[src/rtl/pim_conv_seq.sv]
// Bit-serial crossbar convolution sequencer: sweeps columns, feeds one
// input bit-plane per cycle and shift-accumulates the ADC results.
module pim_conv_seq #(
    parameter int INPUT_SIZE = 32,
    parameter int INPUT_P    = 4,
    parameter int NUM_COL    = 32,
    parameter int ADC_P      = 4,
    parameter bit SIGNED_IN  = 1'b0,
    localparam int AW    = (NUM_COL > 1) ? $clog2(NUM_COL) : 1,
    localparam int BW    = (INPUT_P > 1) ? $clog2(INPUT_P) : 1,
    localparam int ACC_W = ADC_P + INPUT_P + 1
) (
    input  logic                          clk,
    input  logic                          rst,
    input  logic                          in_valid,
    output logic                          in_ready,
    input  logic [INPUT_SIZE*INPUT_P-1:0] in_feature,
    output logic                          xb_en,
    output logic [INPUT_SIZE-1:0]         xb_bits,
    output logic [AW-1:0]                 xb_addr,
    input  logic [ADC_P-1:0]              xb_adc,
    output logic                          out_valid,
    input  logic                          out_ready,
    output logic signed [ACC_W-1:0]       out_data,
    output logic [AW-1:0]                 out_col,
    output logic                          out_last,
    output logic                          busy
);

    typedef enum logic [1:0] {IDLE, COMPUTE, DRAIN, OUT} state_e;

    localparam logic [AW-1:0] LAST_COL = AW'(NUM_COL - 1);
    localparam logic [BW-1:0] LAST_B   = BW'(INPUT_P - 1);

    state_e                          state_q, state_d;
    logic [INPUT_SIZE*INPUT_P-1:0]   feat_q, feat_d;
    logic [AW-1:0]                   col_q, col_d;
    logic [BW-1:0]                   b_q, b_d;
    logic [ACC_W-1:0]                acc_q, acc_d;
    logic                            add_en;
    logic [BW-1:0]                   shamt;
    logic [ACC_W-1:0]                term;

    always_ff @(posedge clk) begin
        if (!rst) begin
            state_q <= IDLE;
            feat_q  <= '0;
            col_q   <= '0;
            b_q     <= '0;
            acc_q   <= '0;
        end else begin
            state_q <= state_d;
            feat_q  <= feat_d;
            col_q   <= col_d;
            b_q     <= b_d;
            acc_q   <= acc_d;
        end
    end

    // ADC result arrives one cycle late, so it belongs to plane b-1
    assign term = ACC_W'(xb_adc) << shamt;

    always_comb begin
        state_d   = state_q;
        feat_d    = feat_q;
        col_d     = col_q;
        b_d       = b_q;
        acc_d     = acc_q;
        in_ready  = 1'b0;
        xb_en     = 1'b0;
        out_valid = 1'b0;
        busy      = 1'b1;
        add_en    = 1'b0;
        shamt     = '0;
        unique case (state_q)
            IDLE: begin
                in_ready = 1'b1;
                busy     = 1'b0;
                if (in_valid) begin
                    feat_d  = in_feature;
                    col_d   = '0;
                    b_d     = '0;
                    acc_d   = '0;
                    state_d = COMPUTE;
                end
            end
            COMPUTE: begin
                xb_en = 1'b1;
                if (b_q != '0) begin
                    add_en = 1'b1;
                    shamt  = BW'(b_q - 1'b1);
                end
                if (b_q == LAST_B) state_d = DRAIN;
                else               b_d     = BW'(b_q + 1'b1);
            end
            DRAIN: begin
                add_en  = 1'b1;
                shamt   = LAST_B;
                state_d = OUT;
            end
            OUT: begin
                out_valid = 1'b1;
                if (out_ready) begin
                    if (col_q == LAST_COL) begin
                        state_d = IDLE;
                    end else begin
                        col_d   = AW'(col_q + 1'b1);
                        b_d     = '0;
                        acc_d   = '0;
                        state_d = COMPUTE;
                    end
                end
            end
            default: state_d = IDLE;
        endcase
        if (add_en) begin
            if (SIGNED_IN && state_q == DRAIN) acc_d = acc_q - term;
            else                               acc_d = acc_q + term;
        end
    end

    always_comb begin
        logic [INPUT_P-1:0] elem;
        xb_bits = '0;
        xb_addr = '0;
        elem    = '0;
        if (xb_en) begin
            xb_addr = col_q;
            for (int i = 0; i < INPUT_SIZE; i++) begin
                elem       = feat_q[i*INPUT_P +: INPUT_P];
                xb_bits[i] = elem[b_q];
            end
        end
    end

    assign out_data = out_valid ? acc_q : '0;
    assign out_col  = out_valid ? col_q : '0;
    assign out_last = out_valid && (col_q == LAST_COL);

endmodule

[config.mk]
export PLATFORM = sky130hd
export DESIGN_NAME = pim_conv_seq
export DESIGN_NICKNAME = d
export VERILOG_FILES = /design/src/rtl/pim_conv_seq.sv
export SDC_FILE = /design/constraint.sdc
export NUM_CORES = 1
export LEC_CHECK = 0
export ABC_AREA = 1
export CORE_ASPECT_RATIO = 0.7
export CORE_MARGIN = 2
export CORE_UTILIZATION = 49
export CTS_CLUSTER_DIAMETER = 60
export DETAILED_ROUTE_END_ITERATION = 6
export PLACE_DENSITY = 0.81
export SETUP_SLACK_MARGIN = 0.05
export SYNTH_ARGS = -nofsm -noshare
export SYNTH_HDL_FRONTEND = slang
export SYNTH_SLANG_ARGS = --single-unit
[constraint.sdc]
create_clock -name clk -period 5.65 [get_ports clk]
set_input_delay 1.13 -clock clk [delete_from_list [all_inputs] [get_ports clk]]
set_output_delay 1.13 -clock clk [all_outputs]
set_load 0.02 [all_outputs]
# Word level (Yosys, flattened, before mapping)
# Index checks and enable logic that the tools add are counted.
[word_totals]
reg_bits = 146
out_inout_bits = 56
input_bits = 136
wordCells = 130
[op_classes]
add_sub_neg = 4
eq_ne = 13
magnitude_cmp = 1
n_reduce_logical = 11
muxes = 95
shift = 1
[op_table]
columns = ["operator", "n"]
rows = [
  ["binary-select mux 1 bit (select 2 bit)", 32],
  ["2-to-1 mux 9 bit", 5],
  ["2-to-1 mux 1 bit", 38],
  ["2-to-1 mux 32 bit", 1],
  ["2-to-1 mux 5 bit", 5],
  ["one-hot mux 9 bit (2 select lines)", 1],
  ["2-to-1 mux 2 bit", 8],
  ["!= test 2 bit, second input constant", 5],
  ["one-hot mux 5 bit (2 select lines)", 1],
  ["adder 9 bit", 1],
  ["!= test 3 bit, second input constant", 3],
  ["left shift 4 x 2 -> 9 bit", 1],
  ["one-hot mux 2 bit (4 select lines)", 1],
  ["AND reduction 4 bit", 2],
  ["equality test 2 bit, second input constant", 3],
  ["one-hot mux 2 bit (3 select lines)", 1],
  ["nonzero test 3 bit", 2],
  ["adder 5 x 1 -> 5 bit, second input constant", 1],
  ["equality test 5 bit, second input constant", 1],
  ["AND reduction 5 bit", 1],
  ["one-hot mux 2 bit (2 select lines)", 1],
  ["nonzero test 2 bit", 2],
  ["less-than comparator 2 x 3 -> 1 bit, second input constant", 1],
  ["AND reduction 3 bit", 1],
  ["other kinds (7)", 7],
]

# Depth between registers and ports, before layout
[logic_depth]
word_depth = 6
depth_mapped = 21
depth_no_buf = 19

# Least setup slack after synthesis
# OpenSTA, ideal clock, no wires.
[synth_path]
kind = "reg2out"
from = "reg state_q[1]"
to = "out xb_bits[10]"
t_required_ns = 4.520
arrival_time_ns = 1.362
n_path_buf = 1
stages_incl_launch_ff = 6
setup_slack_ns = 3.158
path_cell_list = "dfxtp_1 -> inv_1 -> ha_1 -> inv_1 -> clkbuf_1 -> a21oi_1"
[synth_via]
elab_chain_cells = 3
[synth_rtl]
columns = ["item", "line_no", "rtl"]
rows = [
  ["start, declared", "35", "state_e state_q, state_d;"],
  ["start signal, assigned", "52", "state_q <= state_d;"],
  ["equality test 2 x 1 -> 1 bit", "75", "unique case (state_q)"],
  ["2-to-1 mux 1 bit", "75", ""],
  ["2-to-1 mux 32 bit", "127", "if (xb_en) begin"],
  ["end, declared", "19", "output logic [INPUT_SIZE-1:0] xb_bits,"],
]
# Every way passes these cells.

# Worst setup path in the final report
[layout_path]
from = "reg b_q[0]"
to = "out xb_bits[22]"
[layout_via]
elab_chain_cells = 3
[layout_rtl]
columns = ["item", "line_no", "rtl"]
rows = [
  ["start, declared", "38", "logic [BW-1:0] b_q, b_d;"],
  ["start signal, assigned", "49", "b_q <= '0;"],
  ["start signal, assigned", "55", "b_q <= b_d;"],
  ["binary-select mux 1 bit (select 2 bit)", "131", "xb_bits[i] = elem[b_q];"],
  ["2-to-1 mux 1 bit (not written as such)", "131", ""],
  ["2-to-1 mux 32 bit", "127", ""],
]
# Every way passes these cells. The select of a mux whose other input is x is not followed.

==> impl_metrics.json <==
{
  "dieArea_um2": 15700,
  "synth-seq-cells": 146,
  "powerDensity_nw_per_um2": 435,
  "critPathMaxFanout": 67,
  "final_hold_viol_count": 0,
  "io_buffers": 191,
  "cts_made_buffers": 17,
  "ant_nets": 0,
  "cts_buffer_depth": 2,
  "hold_slack_ns": 0.476,
  "tns_ns": 0,
  "syn-cell-area_um2": 7210,
  "areaGrowthSynthToFinish_pct": 31.7,
  "die_h_um": 106,
  "syn_nets": 1220,
  "insertion_delay_ns": 0.40,
  "start_kind": "register",
  "yosysWarnings": 0,
  "synth_flop_cell": "dfxtp_1",
  "vias_per_cell": 5.16,
  "status": "finished clean",
  "crit_buf_inv": 2,
  "setup_viol": 0,
  "drv_slew": 0,
  "async_flop_share_pct": 0,
  "period_share_pct": 66.6,
  "arrival_ns": 2.64,
  "slowest_delay_ns": 0.74,
  "synthTopCellsByCount": "nor2_1, o21ai_0, dfxtp_1",
  "drtIter0Drc": 516,
  "period_needed_ns": 3.77,
  "wl_per_cell_um": 13.9,
  "synth_area_leaders": "dfxtp_1, nor2_1, o21ai_0",
  "worstHoldPathCells": 2,
  "drt_pass1_iterations": 6,
  "grt-ovfl-total": 0,
  "clock_skew_ns": 0.00848,
  "crit_required_ns": 4.52,
  "power_mw": 4.13,
  "synth_top_area_cell": "dfxtp_1",
  "post_cts_buffers": 0,
  "fin_nets": 1367,
  "ctsResizeCount": 0,
  "layout-drive-gt1-share_pct": 4.50,
  "clk_pin_slew_worst_paths_ns": 0.06,
  "setup_ws_ns": 1.88,
  "cp_top_family": "buffers and inverters",
  "synth_edf_count": 0,
  "rsz0062_at_grt": "no",
  "start_util_pct": 49.6,
  "core_um2": 14500,
  "track_usage_pct": 24.7,
  "wl_um": 19800,
  "drv_cap": 0,
  "r2r_cells": 16,
  "p_leak_nw": 3.96,
  "crit_type": "register to output pin",
  "grt_pass1_vias": 6540,
  "ys_seq_area_share_pct": 40.5,
  "clock-root-buffer": "clkbuf_16",
  "diodes": 0,
  "rows": 37,
  "antenna_found_initial": 0,
  "vdd_ir_drop_max_mv": 0.199,
  "cp.depth": 4,
  "cts_sinks": 146,
  "synth_cells": 1063,
  "place_hpwl_um": 12800,
  "cp_cell_sequence": "inv_2 -> o21ai_0 -> a21oi_1 -> clkdlybuf4s50_1",
  "grt_pass1_wl_um": 31500,
  "gp_congestion": 0.929,
  "dr_total_vias": 7318,
  "pin_count": 192,
  "cts_tree": "yes",
  "synth_area_per_cell_um2": 6.78,
  "postCtsHoldBufs": 0,
  "relSlewSlack_pct": 30.0,
  "worst_slew_pin_slew_ns": 1.05,
  "fmax_mhz": 266,
  "die_w_um": 149,
  "synth_cell_type_count": 29,
  "drc": 0,
  "synth_top_cell_area_share_pct": 40.5,
  "min_path_type": "register to register",
  "htree_levels": 4,
  "dpl_worst_slack_ns": 2.18,
  "crit_path_top_delay_cell": "inv_2",
  "cp-end-kind": "output pin",
  "yosys.cell_count.top_type": "nor2_1",
  "grt_max_degree": 97
}
==> kinds of logic (layout without fill, tap and decap cells) <==
group                    after synthesis  after routing  synth area share [%]
adder cells (fa/ha/maj)               21             21                  3.75
XOR/XNOR                               1              1                 0.121
multiplexers                           1              1                 0.139
AND/OR/NAND/NOR                      511            511                  27.5
flip-flops                           146            146                  40.5
buffers and inverters                123            283                  9.73
AO/OA/AOI/OAI                        260            260                  18.2
==> flip-flops by register name, indices dropped and copies added, names as in the netlist <==
| signal | cells |
|---|---|
| col_q | 5 |
| acc_q | 9 |
| feat_q | 128 |
| state_q | 2 |
| b_q | 2 |
==> area by class of cell <==
| class | instances | area, µm² |
|---|---|---|
| Tap cell | 195 | 244 |
| Fill cell | 1290 | 5040 |
| Timing Repair Buffer | 198 | 1960 |
| Clock inverter | 14 | 143 |
| Inverter | 53 | 201 |
| Sequential cell | 146 | 2930 |
| Clock buffer | 18 | 429 |
| Multi-Input combinational cell | 794 | 3590 |
==> final timing paths <==
| kind | slack (ns) | start | end |
|---|---|---|---|
| max | 1.88 | b_q[0] | xb_bits[22] |
| min reg2reg | 0.48 | feat_q[89] | feat_q[89] |
| min | 0.48 | feat_q[89] | feat_q[89] |
| max reg2reg | 2.45 | b_q[0] | acc_q[7] |
==> through the flow <==
stage          instances  utilization [%]  cell area (µm²)
2_1_floorplan       1063                -             7210
3_3_place_gp        1386             61.4             8920
3_5_place_dp        1386             61.4             8920
4_1_cts             1418             65.3             9500
5_1_grt             1418             65.3             9500
6_report            1418             65.3             9500
==> tightest hold or removal path, delay by kind of cell, from the launching register on <==
kind,cells,cell delay (ns)
and+or+nand+nor,2,0.12
DFF,1,0.32
==> cell usage in the layout, fill, tap and decap left out, types with 2 or more instances in the layout <==
cell             synthesis  final
or2_0                    3      3
clkdlybuf4s50_1          0    190
o21ai_1                 37     37
dfxtp_1                146    144
inv_1                   49     49
nor3_1                   3      3
nor2_4                   2      2
a21oi_1                 55     55
inv_8                    0      2
ha_1                    20     20
clkinvlp_4               0      2
nand2_1                 79     79
dfxtp_2                  0      2
inv_2                    4      3
clkinv_4                 0      3
o21ai_0                166    166
nor2_1                 400    400
nand2_2                  5      4
nand3_1                 15     15
clkbuf_16                0     17
buf_4                    8      8
inv_6                    0      5
==> metal layers <==
layer  GRT usage, %  share of wire [%]
met1           34.7                 46
met5              0                  0
met4           6.19                1.3
met3           4.59                8.0
met2           39.1                 45
==> power breakdown <==
group	total, mW	switching (mW)	internal [mW]
combinational	1.64	1.05	0.594
clock	1.09	0.466	0.620
sequential	1.40	0.125	1.28
total	4.13	1.64	2.49
Note: power is estimated with default switching activity, not from simulation.
